`src/rtl/io_map_pkg.sv`:
```
// Address map and helpers shared by the miniRV I/O bridge.
package io_map_pkg;

    localparam int unsigned DATA_W = 32;

    localparam logic [19:0] IO_BASE = 20'hFFFFF;

    localparam logic [11:0] OFF_DISP  = 12'h000;
    localparam logic [11:0] OFF_TIMER = 12'h020;
    localparam logic [11:0] OFF_TDIV  = 12'h024;
    localparam logic [11:0] OFF_LED   = 12'h060;
    localparam logic [11:0] OFF_SW    = 12'h070;

    // Replace the bytes of old_word selected by mask with those of new_word.
    function automatic logic [DATA_W-1:0] byte_merge(
        input logic [DATA_W-1:0] old_word,
        input logic [DATA_W-1:0] new_word,
        input logic [3:0]        mask
    );
        logic [DATA_W-1:0] merged;
        merged = old_word;
        for (int i = 0; i < 4; i++) begin
            if (mask[i]) begin
                merged[8*i +: 8] = new_word[8*i +: 8];
            end
        end
        return merged;
    endfunction

endpackage

```
`src/rtl/sw_debounce.sv`:
```
// Two-flop synchronizer followed by a stability counter; the output only
// follows the input after it has held still for DEBOUNCE_CYCLES cycles.
module sw_debounce #(
    parameter int unsigned WIDTH           = 24,
    parameter int unsigned DEBOUNCE_CYCLES = 200000
) (
    input  logic             clk_i,
    input  logic             rst_n,
    input  logic [WIDTH-1:0] sw_raw,
    output logic [WIDTH-1:0] sw_stable
);

    localparam int unsigned CNT_W = $clog2(DEBOUNCE_CYCLES);
    localparam logic [CNT_W-1:0] CNT_MAX = CNT_W'(DEBOUNCE_CYCLES - 1);

    logic [WIDTH-1:0] sw_meta;
    logic [WIDTH-1:0] sw_sync;
    logic [WIDTH-1:0] sw_prev;
    logic [CNT_W-1:0] cnt;
    logic             same;

    assign same = (sw_sync == sw_prev);

    always_ff @(posedge clk_i) begin
        if (!rst_n) begin
            sw_meta   <= '0;
            sw_sync   <= '0;
            sw_prev   <= '0;
            cnt       <= '0;
            sw_stable <= '0;
        end else begin
            sw_meta <= sw_raw;
            sw_sync <= sw_meta;
            sw_prev <= sw_sync;
            if (!same) begin
                cnt <= '0;
            end else if (cnt != CNT_MAX) begin
                cnt <= cnt + CNT_W'(1);
            end
            // A change arriving while saturated must not slip through.
            if (same && (cnt == CNT_MAX)) begin
                sw_stable <= sw_sync;
            end
        end
    end

endmodule

```
`src/rtl/io_bridge.sv`:
```
// Memory-mapped I/O bridge for the miniRV data port: display, LED, debounced
// switches and a prescaled timer, with a single-cycle combinational read path.
module io_bridge
    import io_map_pkg::*;
#(
    parameter int unsigned DEBOUNCE_CYCLES = 200000,
    parameter int unsigned TIMER_DIV_RST   = 100000
) (
    input  logic        clk_i,
    input  logic        rst_n,
    input  logic [31:0] addr_i,
    input  logic        we_i,
    input  logic [3:0]  wmask_i,
    input  logic [31:0] wdata_i,
    output logic [31:0] rdata_o,
    output logic        sel_o,
    input  logic [23:0] device_sw,
    output logic [31:0] display_number,
    output logic [23:0] led_o
);

    logic [11:0] off;
    logic        wr;
    logic        wr_disp;
    logic        wr_timer;
    logic        wr_tdiv;
    logic        wr_led;
    logic [31:0] timer_q;
    logic [31:0] tdiv_q;
    logic [31:0] pre_q;
    logic        tick;
    logic [23:0] sw_stable;

    sw_debounce #(
        .WIDTH           (24),
        .DEBOUNCE_CYCLES (DEBOUNCE_CYCLES)
    ) u_sw_debounce (
        .clk_i     (clk_i),
        .rst_n     (rst_n),
        .sw_raw    (device_sw),
        .sw_stable (sw_stable)
    );

    // Decode: word offset within the 4 KiB window.
    assign sel_o    = (addr_i[31:12] == IO_BASE);
    assign off      = addr_i[11:0] & 12'hFFC;
    assign wr       = we_i && sel_o;
    assign wr_disp  = wr && (off == OFF_DISP);
    assign wr_timer = wr && (off == OFF_TIMER);
    assign wr_tdiv  = wr && (off == OFF_TDIV);
    assign wr_led   = wr && (off == OFF_LED);

    assign tick = (tdiv_q != 32'd0) && (pre_q == tdiv_q - 32'd1);

    always_ff @(posedge clk_i) begin
        if (!rst_n) begin
            display_number <= '0;
            led_o          <= '0;
        end else begin
            if (wr_disp) begin
                display_number <= byte_merge(display_number, wdata_i, wmask_i);
            end
            if (wr_led) begin
                led_o <= 24'(byte_merge({8'h00, led_o}, wdata_i, wmask_i));
            end
        end
    end

    // Prescaler and timer; an explicit TIMER write overrides a coincident tick.
    always_ff @(posedge clk_i) begin
        if (!rst_n) begin
            timer_q <= '0;
            tdiv_q  <= 32'(TIMER_DIV_RST);
            pre_q   <= '0;
        end else begin
            if (wr_tdiv) begin
                tdiv_q <= byte_merge(tdiv_q, wdata_i, wmask_i);
            end
            if (wr_timer || wr_tdiv || (tdiv_q == 32'd0) || tick) begin
                pre_q <= '0;
            end else begin
                pre_q <= pre_q + 32'd1;
            end
            if (wr_timer) begin
                timer_q <= byte_merge(timer_q, wdata_i, wmask_i);
            end else if (tick) begin
                timer_q <= timer_q + 32'd1;
            end
        end
    end

    always_comb begin
        rdata_o = '0;
        if (sel_o) begin
            case (off)
                OFF_DISP:  rdata_o = display_number;
                OFF_TIMER: rdata_o = timer_q;
                OFF_TDIV:  rdata_o = tdiv_q;
                OFF_LED:   rdata_o = {8'h00, led_o};
                OFF_SW:    rdata_o = {8'h00, sw_stable};
                default:   rdata_o = '0;
            endcase
        end
    end

endmodule

```
`config.mk`:
```
export PLATFORM = sky130hd
export DESIGN_NAME = io_bridge
export DESIGN_NICKNAME = d
export VERILOG_FILES = /design/src/rtl/io_map_pkg.sv /design/src/rtl/sw_debounce.sv /design/src/rtl/io_bridge.sv
export SDC_FILE = /design/constraint.sdc
export NUM_CORES = 1
export LEC_CHECK = 0
export CORE_UTILIZATION = 30
export CTS_CLUSTER_SIZE = 16
export DETAILED_ROUTE_END_ITERATION = 10
export PLACE_DENSITY_LB_ADDON = 0.12
export SLEW_MARGIN = 10
export SYNTH_ARGS = -nofsm -noshare
export SYNTH_HDL_FRONTEND = slang
export SYNTH_SLANG_ARGS = --single-unit
export TNS_END_PERCENT = 100
```
`constraint.sdc`:
```
create_clock -name clk_i -period 4.6 [get_ports clk_i]
set_input_delay 0.92 -clock clk_i [delete_from_list [all_inputs] [get_ports clk_i]]
set_output_delay 0.92 -clock clk_i [all_outputs]
set_load 0.02 [all_outputs]
```
==> reports/metrics.csv <==
stage,metric,value,unit
global_route,first-pass GRT wire length,69400,µm
detailed_routing,DR top layer,met4,
pwr,sw frac,22.0,%
placed_design,I/O Buffers,181,
pwr,VDD IR max,0.258,mV
placed_design,pre-CTS setup slack,0.0324,ns
yosys,post-synthesis register bit count,266,
die,Starting Density,30.6,%
flow_run,max-capacitance violation count,0,
worst_setup_path,R2R depth,10,
detailed_routing,metal3 WL,2690,µm
pwr,Power Dens Cells,317,mW/mm²
worst_setup_path,CP Data Required Time,3.68,ns
yosys,sequential element share of the synthesized area,40.2,%
detailed_routing,Post-Route WL,45600,µm
global_route,gr usage total,20.0,%
yosys,Post-synth EDFFs,0,
finish,Area growth syn-to-layout,29.1,%
yosys,Yosys warning count,0,
detailed_routing,vias per cell,5.22,
finish,layout cells sized above 1,10.4,%
die,Top Ports,184,
detailed_routing,initial DRC count,763,
worst_setup_path,internal reg-to-reg setup slack,0.75,ns
worst_setup_path,Worst Path Max Fanout,33,
timing,Slew @ Worst Pin,0.815,ns
die,# rows,76,
detailed_routing,post-route ant nets,0,
timing,Tmin final,4.45,ns
hold_path,HP Start,u_sw_debounce.sw_meta[20],
hold_path,WHS Path Cells,1,
global_route,vias in the first global route,11700,
yosys,syn nets,1714,
worst_setup_path,Crit Path Class,input pin to output pin,
yosys,Synth Flop Type,dfxtp_1,
yosys,cell area after synthesis,0.0133,mm²
clock_tree,CTS sink cnt,266,
die,core area,0.0434,mm²
placed_design,Detailed Place HPWL,33300,µm
yosys,"Avg Cell Area, Syn",8.20,µm²
timing,Setup Skew,0.0251,ns
clock_tree,H-tree depth,1,
worst_setup_path,Worst Path Arrival,3.53,ns
timing,TNS Setup,0,ns
detailed_routing,# DRC,0,
hold_path,min-delay worst type,register to register,
run_status,status,completed,
clock_tree,hold buffers post-CTS,0,
timing,Rel. slew slack,45.2,%
detailed_routing,WL/cell,19.1,µm
clock_tree,worst skew pair latency,0.60,ns
die,total die area,0.0450,mm²
timing,Setup-failing EPs final,0,
timing,Final WS setup,0.147,ns
worst_setup_path,CP endpoint kind,output pin,
worst_setup_path,worst r2r src,tdiv_q[0],
timing,highest clock rate,225,MHz
clock_tree,clock slew at reported path FFs,0.06,ns
pwr,clock network power share,52.3,%
detailed_routing,DRT met1 WL,22000,µm
global_route,initial antenna violation count,2,
yosys,Gate Count Post-Synth,1615,
clock_tree,CTS Buffer Depth,3,
clock_tree,CTS buffer count,31,
clock_tree,clk root buf,clkbuf_16,
die,Die Span Y,212,µm
detailed_routing,Pre-Repair DR Iteration Count,5,
timing,RSZ-0062 raised after global routing,no,
finish,nets,1871,
hold_path,Hold Path End,u_sw_debounce.sw_sync[20],
finish,Filler Cells Inserted,4485,
detailed_routing,metal2 WL,20100,µm
pwr,Leakage,6.24,nW
die,Die Wd,212,µm
global_route,pin count of the biggest net entering global routing,69,
pwr,Switching Power,1.19,mW
global_route,global route overflow,0,
placed_design,GPL Wtd Cong,0.859,
timing,max-slew violation count,0,
yosys,Async SR Flop Fraction,0,%
pwr,Flop pwr share,43.3,%
yosys,post-synth cell types,69,
finish,Finished Core Util,39.4,%
timing,"Period Utilization, post-route",96.8,%
timing,Final Hold Vio Count,0,
pwr,combinational power share,4.4,%
clock_tree,CTS tree,done,
detailed_routing,DR vias,12400,
worst_setup_path,reg2reg end,timer_q[4],
worst_setup_path,Worst Setup Start Kind,input pin,
pwr,Pint,4.23,mW
-- through the flow --
| step | hold slack, ns | cells | instance area (µm²) | power [mW] |
|---|---|---|---|---|
| 2_1_floorplan | 0.412 | 1615 | 13300 | 2.49 |
| 3_3_place_gp | 0.422 | 2323 | 15900 | 2.64 |
| 3_5_place_dp | 0.420 | 2323 | 15900 | 2.64 |
| 4_1_cts | 0.435 | 2381 | 17000 | 5.49 |
| 5_1_grt | 0.448 | 2383 | 17100 | 5.62 |
| 6_report | 0.431 | 2383 | 17100 | 5.42 |
-- metal layers --
layer  track usage [%]  up-vias
met2              31.2      331
met5                 0        -
li1                  -     6047
met4              4.95        0
met3              3.41       51
met1              28.3     6009
-- cell usage after synthesis, drive strengths merged, types with 4 or more instances --
| cell | instances | area share [%] |
|---|---|---|
| a211oi | 4 | 0.23 |
| a21o | 4 | 0.23 |
| a21oi | 140 | 5.3 |
| a22oi | 32 | 1.8 |
| a311oi | 4 | 0.26 |
| a31oi | 9 | 0.42 |
| a41oi | 4 | 0.26 |
| and2 | 82 | 3.9 |
| and3 | 18 | 0.85 |
| and4 | 7 | 0.46 |
| buf | 17 | 0.67 |
| clkbuf | 94 | 2.7 |
| dfxtp | 266 | 40 |
| ha | 4 | 0.38 |
| inv | 15 | 0.42 |
| mux2 | 58 | 4.9 |
| mux2i | 32 | 2.4 |
| nand2 | 236 | 6.7 |
| nand2b | 10 | 0.47 |
| nand3 | 108 | 4.1 |
| nand3b | 6 | 0.34 |
| nand4 | 31 | 1.5 |
| nand4b | 7 | 0.46 |
| nor2 | 100 | 2.8 |
| nor2b | 5 | 0.24 |
| nor3 | 61 | 2.3 |
| nor3b | 4 | 0.23 |
| nor4 | 29 | 1.5 |
| nor4b | 5 | 0.33 |
| o21a | 5 | 0.28 |
| o21ai | 23 | 0.87 |
| o31a | 9 | 0.59 |
| o31ai | 5 | 0.28 |
| or3 | 19 | 0.93 |
| or4 | 18 | 1.0 |
| xnor2 | 52 | 3.4 |
| xor2 | 56 | 3.7 |
-- worst max-delay path, stage by stage --
cell and delay, ns:
clkdlybuf4s50_1 0.44, nor4_4 0.31, nand3_1 0.16, nor4b_2 0.25, buf_4 0.22, buf_12 0.22, nand2_1 0.08, a21oi_1 0.16
buf_4 0.15, clkdlybuf4s50_1 0.60
-- kinds of logic after synthesis --
kind of cell	count (synthesis)	share of synthesized area, %
buffers and inverters	126	3.76
adders and majority gates	4	0.378
and+or+nand+nor	753	28.6
muxes	90	7.35
AOI/OAI and AO/OA	268	12.6
DFF	266	40.2
xor gates and xnor gates	108	7.14
-- power groups by stage --
stage               clock network (mW)  registers, mW  logic [mW]
floorplan                            0           2.39      0.0980
global placement                     0           2.40       0.236
detailed placement                   0           2.40       0.236
CTS                               2.91           2.35       0.237
global route                      3.01           2.35       0.256
finish                            2.83           2.35       0.237
-- layout make-up --
type	count	area, µm²	share of cell area [%]
antenna	1	2.50	0.0146
clock buffer	39	866	5.06
clock inverter	19	322	1.88
inverter	15	58.8	0.344
multi-input combinational	1224	7500	43.9
sequential	266	5330	31.1
tap	585	732	4.28
timing repair buffer	234	2290	13.4
-- cell usage in the layout (no fill, tap or decap), types with 6 or more instances in the layout --
cell type / netlist / final
dfxtp_1: 266 / 266
nand2_1: 236 / 236
clkdlybuf4s50_1: 0 / 167
a21oi_1: 140 / 138
nand3_1: 108 / 108
nor2_1: 100 / 99
and2_1: 81 / 81
nor3_1: 61 / 61
mux2_2: 56 / 56
xor2_1: 56 / 56
xnor2_1: 52 / 52
buf_4: 0 / 49
a22oi_1: 32 / 32
mux2i_1: 32 / 32
nand4_1: 31 / 31
clkbuf_16: 0 / 31
nor4_1: 27 / 26
o21ai_0: 19 / 19
and3_1: 18 / 18
or3_1: 18 / 18
or4_1: 17 / 17
inv_1: 15 / 14
nand2b_1: 10 / 10
dlymetal6s2s_1: 0 / 10
o31a_1: 9 / 9
a31oi_1: 9 / 9
bufinv_16: 0 / 8
and4_1: 7 / 7
nand4b_1: 7 / 7
nand3b_1: 6 / 6
clkbuf_8: 0 / 6
clkinv_2: 0 / 6
buf_12: 0 / 6
-- state kept, by name (all words and copies together), names as in the netlist --
register / cells
u_sw_debounce.sw_stable: 24
u_sw_debounce.cnt: 18
u_sw_debounce.sw_prev: 24
pre_q: 32
led_o: 24
u_sw_debounce.sw_sync: 24
u_sw_debounce.sw_meta: 24
display_number: 32
timer_q: 32
tdiv_q: 32
-- repair_timing --
action	CTS	global route
setup endpoints to repair	0	31
endpoints found under the hold margin	0	0
resized for setup	0	17
buffers inserted	0	0
-- worst max-delay path by stage --
stage	start	end	slack, ns
after floorplan	addr_i[9]	rdata_o[10]	0.78
after global placement	addr_i[9]	rdata_o[9]	0.04
after detailed placement	addr_i[9]	rdata_o[8]	0.03
after CTS	addr_i[9]	rdata_o[8]	0.02
after global routing	addr_i[9]	rdata_o[13]	0.009
final	addr_i[9]	rdata_o[13]	0.15
No activity file was read; power rests on OpenSTA's default activity.
